**src/rtl/arb8_pkg.sv**
```systemverilog
// Shared types and constants for the 8-way hold-limited arbiter.
package arb8_pkg;

  localparam int unsigned N_REQ = 8;
  localparam int unsigned ID_W  = 3;

  typedef enum logic {
    IDLE = 1'b0,
    BUSY = 1'b1
  } state_e;

  localparam logic [ID_W-1:0] LAST_ID_RST = '0;

endpackage

```
**src/rtl/arb8_ctrl_if.sv**
```systemverilog
// Request/grant bundle between the requesters (master) and the arbiter (slave).
interface arb8_ctrl_if;
  import arb8_pkg::*;

  logic [N_REQ-1:0] req;
  logic             done;
  logic [N_REQ-1:0] grant;
  logic [ID_W-1:0]  grant_id;
  logic             grant_valid;
  logic             timeout;

  modport master (
    output req, done,
    input  grant, grant_id, grant_valid, timeout
  );

  modport slave (
    input  req, done,
    output grant, grant_id, grant_valid, timeout
  );

endinterface

```
**src/rtl/prio_enc8.sv**
```systemverilog
// Combinational priority encoder: index of the highest set bit plus a valid flag.
module prio_enc8
  import arb8_pkg::*;
(
  input  logic [N_REQ-1:0] vec,
  output logic [ID_W-1:0]  idx_c,
  output logic             vld_c
);

  // Ascending scan so the highest set bit is the last one written.
  always_comb begin
    idx_c = '0;
    vld_c = 1'b0;
    for (int i = 0; i < N_REQ; i++) begin
      if (vec[i]) begin
        idx_c = ID_W'(i);
        vld_c = 1'b1;
      end
    end
  end

endmodule

```
**src/rtl/arb8_ctrl.sv**
```systemverilog
// 8-requester arbiter with one-hot grant held until done or MAX_HOLD cycles.
// Define ARB_ROUND_ROBIN_EN for rotating priority; otherwise index 7 always wins.
module arb8_ctrl
  import arb8_pkg::*;
#(
  parameter int unsigned MAX_HOLD = 16
)(
  input  logic        clk,
  input  logic        rst_n,
  arb8_ctrl_if.slave  bus
);

  localparam int unsigned CNT_W = 8;

  state_e           state_q, state_d;
  logic [CNT_W-1:0] cnt_q, cnt_d;
  logic [ID_W-1:0]  last_id_q, last_id_d;
  logic [N_REQ-1:0] grant_q, grant_d;
  logic [ID_W-1:0]  grant_id_q, grant_id_d;
  logic             grant_valid_q, grant_valid_d;
  logic             timeout_q, timeout_d;

  logic [ID_W-1:0]  win_id;
  logic             win_vld;

`ifdef ARB_ROUND_ROBIN_EN
  // Requests below last_id get first pick, so the previous winner ranks last.
  logic [N_REQ-1:0] req_masked;
  logic [ID_W-1:0]  m_id, u_id;
  logic             m_vld, u_vld;

  assign req_masked = bus.req & ((N_REQ'(1) << last_id_q) - N_REQ'(1));

  prio_enc8 u_enc_masked (
    .vec   (req_masked),
    .idx_c (m_id),
    .vld_c (m_vld)
  );

  prio_enc8 u_enc_full (
    .vec   (bus.req),
    .idx_c (u_id),
    .vld_c (u_vld)
  );

  assign win_id  = m_vld ? m_id : u_id;
  assign win_vld = m_vld | u_vld;
`else
  prio_enc8 u_enc (
    .vec   (bus.req),
    .idx_c (win_id),
    .vld_c (win_vld)
  );
`endif

  always_ff @(posedge clk or negedge rst_n) begin
    if (!rst_n) begin
      state_q       <= IDLE;
      cnt_q         <= '0;
      last_id_q     <= LAST_ID_RST;
      grant_q       <= '0;
      grant_id_q    <= '0;
      grant_valid_q <= 1'b0;
      timeout_q     <= 1'b0;
    end else begin
      state_q       <= state_d;
      cnt_q         <= cnt_d;
      last_id_q     <= last_id_d;
      grant_q       <= grant_d;
      grant_id_q    <= grant_id_d;
      grant_valid_q <= grant_valid_d;
      timeout_q     <= timeout_d;
    end
  end

  always_comb begin
    state_d       = state_q;
    cnt_d         = cnt_q;
    last_id_d     = last_id_q;
    grant_d       = grant_q;
    grant_id_d    = grant_id_q;
    grant_valid_d = grant_valid_q;
    timeout_d     = 1'b0;

    case (state_q)
      IDLE: begin
        if (win_vld) begin
          state_d         = BUSY;
          grant_d         = '0;
          grant_d[win_id] = 1'b1;
          grant_id_d      = win_id;
          grant_valid_d   = 1'b1;
          last_id_d       = win_id;
          cnt_d           = CNT_W'(1);
        end
      end
      BUSY: begin
        // done has precedence over the hold limit.
        if (bus.done || (cnt_q == CNT_W'(MAX_HOLD))) begin
          state_d       = IDLE;
          grant_d       = '0;
          grant_id_d    = '0;
          grant_valid_d = 1'b0;
          cnt_d         = '0;
          timeout_d     = ~bus.done;
        end else begin
          cnt_d = cnt_q + CNT_W'(1);
        end
      end
      default: state_d = IDLE;
    endcase
  end

  assign bus.grant       = grant_q;
  assign bus.grant_id    = grant_id_q;
  assign bus.grant_valid = grant_valid_q;
  assign bus.timeout     = timeout_q;

endmodule

```
**src/flat_wrapper.sv**
```systemverilog
// flat-port wrapper written by rule: the top's interface ports become plain ports
module arb8_ctrl_flat import arb8_pkg::*;
#(
  parameter int unsigned MAX_HOLD = 16
)
  (clk, rst_n, bus_req, bus_done, bus_grant, bus_grant_id, bus_grant_valid, bus_timeout);
  arb8_ctrl_if bus_i ();
  input  logic clk;
  input  logic rst_n;
  input wire logic [$bits(bus_i.req)-1:0] bus_req;
  input wire logic [$bits(bus_i.done)-1:0] bus_done;
  output wire logic [$bits(bus_i.grant)-1:0] bus_grant;
  output wire logic [$bits(bus_i.grant_id)-1:0] bus_grant_id;
  output wire logic [$bits(bus_i.grant_valid)-1:0] bus_grant_valid;
  output wire logic [$bits(bus_i.timeout)-1:0] bus_timeout;
  assign bus_i.req = bus_req;
  assign bus_i.done = bus_done;
  assign bus_grant = bus_i.grant;
  assign bus_grant_id = bus_i.grant_id;
  assign bus_grant_valid = bus_i.grant_valid;
  assign bus_timeout = bus_i.timeout;
  arb8_ctrl #(.MAX_HOLD(MAX_HOLD)) u_core (.clk(clk), .rst_n(rst_n), .bus(bus_i));
endmodule
```
**config.mk**
```make
export PLATFORM = sky130hd
export DESIGN_NAME = arb8_ctrl_flat
export DESIGN_NICKNAME = d
export VERILOG_FILES = /design/src/rtl/arb8_pkg.sv /design/src/rtl/arb8_ctrl_if.sv /design/src/rtl/prio_enc8.sv /design/src/rtl/arb8_ctrl.sv /design/src/flat_wrapper.sv
export SDC_FILE = /design/constraint.sdc
export NUM_CORES = 1
export LEC_CHECK = 0
export ABC_CLOCK_PERIOD_IN_PS = 1800
export CAP_MARGIN = 20
export CORE_MARGIN = 4
export CORE_UTILIZATION = 35
export DETAILED_ROUTE_END_ITERATION = 7
export GPL_TIMING_DRIVEN = 0
export SYNTH_ARGS = -nofsm -noshare
export SYNTH_HDL_FRONTEND = slang
export SYNTH_HIERARCHICAL = 1
export SYNTH_SLANG_ARGS = --single-unit
```
**constraint.sdc**
```tcl
create_clock -name clk -period 1.8 [get_ports clk]
set_input_delay 0.36 -clock clk [delete_from_list [all_inputs] [get_ports clk]]
set_output_delay 0.36 -clock clk [all_outputs]
set_load 0.01 [all_outputs]
```
[After elaboration in Yosys (flattened, before gate mapping)]
Cells that the tools add are included.
Word-level totals
  output and inout bits: 13
  logic and storage cells: 51
  flip-flop bits (word level): 22
  input port bits: 11
Cells by class
  muxes and demuxes: 34
  equality and inequality tests: 3
  bitwise logic cells: 2
  $lt $le $gt $ge: 2
  reduce and logical (&&, ||, !) cells: 3
  $add $sub $neg: 1
Operator list (number)
  8-bit 2-to-1 mux: 4
  8-bit one-hot mux with 2 select lines: 2
  3-bit 2-to-1 mux: 8
  1-bit 2-to-1 mux: 16
  8-bit by 1-bit adder with 8-bit output, second input constant: 1
  8-bit by 5-bit equality test with 1-bit output, second input constant: 1
  3-bit one-hot mux with 2 select lines: 1
  3-bit by 4-bit < comparator with 1-bit output, second input constant: 1
  2-bit inequality test, second input constant: 2
  1-bit one-hot mux with 2 select lines: 2
  1-bit demux with 3-bit select: 1
  3-bit by 1-bit greater-or-equal comparator with 1-bit output, second input constant: 1
  1-bit NOT: 2
  2-bit AND reduction: 1
  1-bit logical AND: 1
  1-bit logical OR: 1

[Logic depth before layout (Yosys ltp)]
  depth after elaboration: 13
  depth in mapped cells: 6
  gate-level depth less buffers: 6

[Modules after synthesis]
The synthesis kept the hierarchy.
By module, submodules not included
  arb8_ctrl: seq. area each 550.5 um2, area an instance 1013.5 um2, instances 1, cells an instance 94
  prio_enc8: seq. area each 0.0 um2, area an instance 57.6 um2, instances 1, cells an instance 12

[Worst setup path after synthesis]
OpenSTA, ideal clock, no wires.
  kind: register -> register
  start point: register u_core.cnt_q[5]
  end point: register u_core.grant_q[1], in the netlist u_core/bus.grant[1]
  stages on the path, launching flop included: 6
  period minus slack after synthesis: 1.428 ns
  library setup time: 0.121 ns
  slack: 0.372 ns
  data arrival time: 1.307 ns
  data required time: 1.679 ns
  buffers on the path: 1
  cell sequence: dfrtp_1 nor4b_4 a31oi_1 nand2b_1 buf_6 a22o_1
On the way
  word-level cells in the longest chain between the ends: 4
Ends and longest elaborated chain
  start: declaration: RTL line arb8_ctrl.sv:16  | logic [CNT_W-1:0] cnt_q, cnt_d;
  start signal: assignment: RTL line arb8_ctrl.sv:67  | cnt_q <= cnt_d;
  8-bit by 5-bit equality test with 1-bit output: RTL line arb8_ctrl.sv:99  | if (bus.done || (cnt_q == CNT_W'(MAX_HOLD))) begin
  1-bit logical OR: RTL line arb8_ctrl.sv:99
  2-bit inequality test (no line)
  2-bit AND reduction (no line)
  end signal: assignment: RTL line arb8_ctrl.sv:69  | grant_q <= grant_d;
  end: declaration: RTL line arb8_ctrl.sv:18  | logic [N_REQ-1:0] grant_q, grant_d;
No other way between the ends.
A chain may end at the register's enable or synchronous reset.

[Worst setup path after layout]
  start point: input port bus_req[6]
  end point: register u_core.grant_q[0], in the netlist u_core/bus.grant[0]
On the way
  elaborated cells between the ends (all ways): 13
  classes of those cells: order compare: 2; eq/ne: 1; mux: 8; reduce/logical: 2
RTL lines
  start: declaration: RTL line flat_wrapper.sv:10  | input wire logic [$bits(bus_i.req)-1:0] bus_req;
  1-bit 2-to-1 mux (2 in a row): RTL line prio_enc8.sv:15  | if (vec[i]) begin
  net u_core.win_vld: RTL line arb8_ctrl.sv:24  | logic win_vld;
  2-bit inequality test (no line)
  2-bit AND reduction (no line)
The timed path passes the listed nets, and every way through them passes these cells. The select of a mux whose other input is x is not followed.

==> impl_metrics.json <==
{
  "die_w_um": 63.3,
  "status": "completed",
  "final_cell_mix": "23 x clkdlybuf4s50_1, 22 x dfrtp_1, 9 x nor2_1, 9 x nand2_1",
  "synth-seq-area-share": 0.514,
  "r2r_slack_ns": 0.21,
  "path_class": "primary input to flip-flop",
  "drv_slew": 0,
  "antenna_found_initial": 0,
  "grtUsageTotal": 0.120,
  "final_common_cell": "clkdlybuf4s50_1",
  "overflow": 0,
  "vias": 912,
  "cts_sinks": 22,
  "drc_errors": 0,
  "grt_pass1_wl_um": 3870,
  "nNetsFinal": 148,
  "synth-seq-cells": 22,
  "place_hpwl_um": 1680,
  "die-height_um": 63.3,
  "postCtsHoldBufs": 0,
  "fillers": 260,
  "area_growth_syn_to_layout_pct": 29.8,
  "critPathRequiredTime_ns": 2.04,
  "routed_wl_um": 2300,
  "root_buffer": "clkbuf_4",
  "pin_count": 24,
  "placementRows": 19,
  "viasPerCell": 5.56,
  "p_sw_frac": 0.340,
  "gp_congestion": 0.754,
  "period_minus_slack_ns": 1.73,
  "worst_slack_ns": 0.0748,
  "max-cap-violations": 0,
  "diodes": 0,
  "cts_made_buffers": 3,
  "worstSkewPairLatency_ns": 0.30,
  "maxSlewHeadroom": 0.684,
  "powerDensity_nw_per_um2": 1040,
  "synth_warnings": 6,
  "final_antenna_net_count": 0,
  "clock_skew_ns": 0.0106,
  "die-area_um2": 4010,
  "dp_slack_ns": -0.267,
  "power_frac_seq": 0.474,
  "cp.arrival_ns": 1.96,
  "grt_max_degree": 23,
  "clkSlewWorstSetupHoldPaths_ns": 0.12,
  "hold_violations": 0,
  "htreeDepth": 1,
  "syn_inst": 106,
  "synth_fp_nets": 119,
  "yosys.cell_types.count": 32,
  "cts_tree": "yes",
  "initial_utilization": 0.379,
  "end_kind": "flip-flop",
  "dr.pass1.iters": 4,
  "synth_edf_count": 0,
  "irDropWorstVdd_mv": 0.442,
  "avgSynthCellArea_um2": 10.1,
  "fin_crit_sh": 0.958,
  "fmax_mhz": 580,
  "fin_setup_tns_ns": 0,
  "pwr-share-comb": 0.376,
  "grt_pass1_vias": 875,
  "netSwitchingPower_uw": 493,
  "intPower_uw": 957,
  "hp-class": "primary input to asynchronous set/reset pin",
  "setup_viol": 0,
  "cp_max_fo": 10,
  "leakagePower_nw": 0.611,
  "core_um2": 2830,
  "synth_async_sr_flop_share": 1.00,
  "synth_ff_type": "dfrtp_1",
  "pwr-share-clk": 0.150,
  "critPathLaunchType": "primary input",
  "io_buffer_count": 23,
  "netlist_area_um2": 1070,
  "drive_gt1_frac": 0.105,
  "worstMarginPinSlew_ns": 0.471,
  "drtIter0Drc": 44,
  "wl_per_cell_um": 14.0,
  "clock_path_buffers": 2
}
==> per-layer routing <==
| metal | GRT usage | vias to the layer above | wire length, um |
|---|---|---|---|
| met5 | 0 | - | 0 |
| met1 | 0.155 | 435 | 1070 |
| met2 | 0.187 | 35 | 1080 |
| met4 | 0.0647 | 0 | 27 |
| met3 | 0.0249 | 2 | 122 |
| li1 | - | 440 | - |
==> worst paths after layout <==
kind / endpoint / startpoint / depth (start not counted)
max: u_core/bus.grant[0] / bus_req[6] / 7
min: u_core/cnt_q[3] / rst_n / 1
max reg2reg: u_core/bus.grant[0] / u_core/cnt_q[5] / 5
min reg2reg: u_core/bus.grant_id[0] / u_core/bus.grant_id[0] / 1
max in group asynchronous: u_core/bus.grant[2] / rst_n / 2
min in group clk: u_core/bus.grant_id[0] / u_core/bus.grant_id[0] / 1
==> cells in the mapped netlist, types with 2 or more instances <==
master | number | area, um^2
dfrtp_1 | 22 | 551
nor2_1 | 12 | 45.0
nand2_1 | 9 | 33.8
a32o_1 | 6 | 60.1
inv_1 | 6 | 22.5
nand2b_1 | 5 | 31.3
a21oi_1 | 4 | 20.0
a31oi_1 | 4 | 25.0
nand3_1 | 4 | 20.0
a22o_1 | 3 | 26.3
nand4_1 | 3 | 18.8
and2_1 | 2 | 12.5
buf_2 | 2 | 10.0
ha_1 | 2 | 25.0
nor3_1 | 2 | 10.0
o21ai_0 | 2 | 10.0
o22ai_1 | 2 | 12.5
o31ai_1 | 2 | 15.0
==> cells by family after synthesis <==
kind of cell | Yosys count | synth area share
multiplexers | 1 | 0.00935
adder cells (fa/ha/maj) | 2 | 0.0234
AND/OR/NAND/NOR | 41 | 0.202
buffers and inverters | 11 | 0.0491
flip-flops | 22 | 0.514
XOR/XNOR | 2 | 0.0164
AO/OA/AOI/OAI | 27 | 0.186
==> sequential cells by signal, indices dropped and copies added (netlist names) <==
name                    cells
u_core/bus.grant            8
u_core/bus.grant_id         3
u_core/bus.grant_valid      1
u_core/bus.timeout          1
u_core/cnt_q                8
u_core/state_q              1
==> worst max-delay path, stage by stage <==
cell and delay (ns):
clkdlybuf4s50_1 0.46, nor2_2 0.19, nand4_1 0.20, or2_2 0.38, nand2b_1 0.11, buf_6 0.14, a22o_1 0.14
==> metrics by stage <==
stage,power (mW),hold slack [ns],instances,area (um^2),util
after CTS,1.46,0.503,163,1360,0.482
after detailed placement,1.24,0.478,160,1340,0.474
after global routing,1.57,0.325,164,1390,0.491
final,1.45,0.310,164,1390,0.491
after global placement,1.23,0.464,160,1340,0.474
after floorplan,0.991,0.0644,106,1070,-
==> power groups by stage <==
stage / combinational, mW / sequential, mW / clock [mW]
6_report: 0.544 / 0.687 / 0.218
5_1_grt: 0.607 / 0.709 / 0.255
4_1_cts: 0.542 / 0.687 / 0.227
3_5_place_dp: 0.537 / 0.698 / 0
3_3_place_gp: 0.534 / 0.698 / 0
2_1_floorplan: 0.276 / 0.715 / 0
==> what timing repair did <==
action / in CTS / in global routing
endpoints found under the setup margin: 0 / 5
buffers inserted: 0 / 0
resized for setup: 0 / 4
==> cell type report <==
| cell class | instances | area, um^2 | area share |
|---|---|---|---|
| timing repair buffer | 24 | 245 | 0.176 |
| buffer | 4 | 26.3 | 0.0189 |
| inverter | 7 | 26.3 | 0.0189 |
| tap | 31 | 38.8 | 0.0279 |
| sequential | 22 | 551 | 0.396 |
| multi-input combinational | 73 | 480 | 0.346 |
| clock buffer | 3 | 22.5 | 0.0162 |
Power figures use the tool's default switching activity.
==> patch 1: new RTL, same settings <==
`N_REQ`: 8 -> 10.
--- a/src/rtl/arb8_pkg.sv
+++ b/src/rtl/arb8_pkg.sv
@@ -1,7 +1,7 @@
 // Shared types and constants for the 8-way hold-limited arbiter.
 package arb8_pkg;
 
-  localparam int unsigned N_REQ = 8;
+  localparam int unsigned N_REQ = 10;
   localparam int unsigned ID_W  = 3;
 
   typedef enum logic {
Interface: changed (resized bus_grant and bus_req); port bits go from 24 to 28. The function was not compared with the original's and may differ.
==> patch 1 against the unedited design <==
- routed wire length up 8.5%
- synthesized area up 4.1%
- non-clock buffer count up 5
- sequential share of layout area down 3.3 points
- global-route usage up 0.79 points
- setup slack better by 0.039 ns
- power down 0.29%
- worst hold slack worse by 0.044 ns
- sequential cell count unchanged
- cell area up 9.1%
- sequential power up 2%
==> patch 1: results <==
{
  "dp_worst_setup_slack_ns": -0.644,
  "num-fill-cells": 290,
  "n_all_buffers": 33,
  "yosysSeqAreaShare": 0.494,
  "achievable_frequency_mhz": 593,
  "grt_use_total": 0.128,
  "timing.critical_path.to": "u_core/bus.grant[7]$_DFFE_PN0P_",
  "layout.nonclk_buf_frac": 0.218,
  "post_synth_num_cell_types": 37,
  "detail_route.first_pass.iterations": 5,
  "worst_vdd_ir_mv": 0.497,
  "synthXorXnorAreaFrac": 0.0157,
  "worstReg2RegEnd": "u_core/bus.grant[1]$_DFFE_PN0P_",
  "synthMuxAreaShare": 0,
  "timing_worst_slew_pin_value_ns": 0.520,
  "buffer_ports.inserted": 25,
  "status": "finished, final reports clean",
  "dp.final_hpwl_um": 1810,
  "wirelength_met1_um": 1130,
  "sequential_share_of_cell_area": 0.363,
  "detail_route.iter0.violations": 35,
  "route.detailed.wl_per_inst_um": 13.8,
  "routed_vias": 952,
  "final_net_count": 154,
  "leading_post_synthesis_cells_by_cell_area": "sky130_fd_sc_hd__dfrtp_1 (49%), sky130_fd_sc_hd__a32o_1 (5.4%), sky130_fd_sc_hd__a22o_1 (4.7%)",
  "layout.cells.non_filler": 181,
  "cp-startpoint": "bus_req[8]"
}
[patch 1: worst max-delay path, stage by stage]
cell	delay [ns]
sky130_fd_sc_hd__clkdlybuf4s50_1	0.49
sky130_fd_sc_hd__nor2_1	0.18
sky130_fd_sc_hd__nand4_1	0.17
sky130_fd_sc_hd__nor2b_4	0.18
sky130_fd_sc_hd__and2_2	0.24
sky130_fd_sc_hd__a32o_1	0.26
[patch 1: layer usage]
| metal | vias up | track usage |
|---|---|---|
| li1 | 448 | - |
| met1 | 464 | 0.169 |
| met2 | 38 | 0.202 |
| met3 | 2 | 0.0208 |
| met4 | 0 | 0.0633 |
| met5 | - | 0 |
[patch 1: where the power goes]
part,leakage [nW],switching [mW],internal [mW]
logic,0.360,0.252,0.274
registers,0.293,0.108,0.593
clock network,0.0138,0.141,0.0779
total,0.667,0.500,0.945
[patch 1: repair_timing]
action	4_1_cts	5_1_grt
pin swaps	2	2
gates resized for setup	7	3
cloned	0	0
endpoints found under the setup margin	16	11
buffers inserted	2	1
==> patch 2: new RTL, same flow settings <==
Without the edit above. Reset style: synchronous (`rst_n`), changed in one clocked block.
--- a/src/rtl/arb8_ctrl.sv
+++ b/src/rtl/arb8_ctrl.sv
@@ -53,7 +53,7 @@
   );
 `endif
 
-  always_ff @(posedge clk or negedge rst_n) begin
+  always_ff @(posedge clk) begin
     if (!rst_n) begin
       state_q       <= IDLE;
       cnt_q         <= '0;
Check against the original RTL: differs if rst_n is asserted again (counterexample within 4 cycles, from zero or initial values and one cycle with rst_n low); with rst_n held inactive, the same outputs for 10 cycles.
==> patch 2 against the unedited design <==
- cell area is 3.8% lower
- synthesized area is 7.0% lower
- highest routed layer unchanged
- routed wire length is 2.9% lower
- cell count is 4.3% higher
- largest cell class is now multi-input gates
- sequential cell count stayed put
- non-clock buffer count is 3 lower
- setup slack worse by 0.0097 ns
Power is not compared: it rests on default switching activity, and its combinational part moved more than twofold at a synthesized area within 25%.
==> patch 2: results <==
{
  "placement.cell_area_um2": 1260,
  "flop_to_flop_setup_slack_ns": 0.12,
  "wire_length_of_the_first_global_routing_pass_um": 3650,
  "timing_worst_slew_pin_value_ns": 0.516,
  "dp_worst_setup_slack_ns": -0.308,
  "dominantRegCellSynth": "sky130_fd_sc_hd__dfxtp_1",
  "reg2reg_depth": 6,
  "yosysSeqAreaShare": 0.442,
  "min_period_over_period": 0.964,
  "post_synth_num_cell_types": 33,
  "timing.critical_path.fanout_max": 6,
  "groute.layer.met1.usage": 0.176,
  "finClkSkew_ns": 0.0131,
  "worst_hold_slack_ns": 0.476,
  "postRouteWirelength_um": 2240,
  "synth_fp_nets": 124,
  "synth.avg_cell_area_um2": 8.97,
  "cp-startpoint": "bus_req[5]",
  "final_net_count": 155,
  "first_global_vias": 832,
  "fraction_of_final_layout_cells_sized_beyond_drive_strength_1": 0.164,
  "status": "finished, final reports clean",
  "place.gp.congestion": 0.788,
  "async_reset_ff_frac": 0,
  "yosys.area.top_type_share": 0.442
}
## patch 2: area by class of cell
cell class	instances	area, µm²	share of cell area
multi-input combinational	80	553	0.413
sequential	22	440	0.329
timing repair buffer	25	245	0.183
tap	31	38.8	0.0290
inverter	10	37.5	0.0281
clock buffer	3	22.5	0.0168
## patch 2: metal layers
metal,routed length (µm),part of all wire
met4,18,0.0081
met3,96,0.043
met1,1100,0.49
met2,1020,0.45
met5,0,0
## patch 2: kinds of logic after synthesis
group                    synth area share
buffers and inverters              0.0377
XOR/XNOR                          0.00880
AO/OA/AOI/OAI                       0.269
adder cells (fa/ha/maj)            0.0251
flip-flops                          0.442
AND/OR/NAND/NOR                     0.217
## patch 2: repair_timing
action,CTS,global route
setup endpoints to repair,0,15
setup buffers,0,2
gates resized for setup,0,9
## patch 2: power breakdown
part / leakage (nW) / switching [mW] / internal, mW
Sequential: 0.180 / 0.0168 / 0.505
Clock: 0.0138 / 0.141 / 0.0779
Combinational: 0.316 / 0.0647 / 0.0747
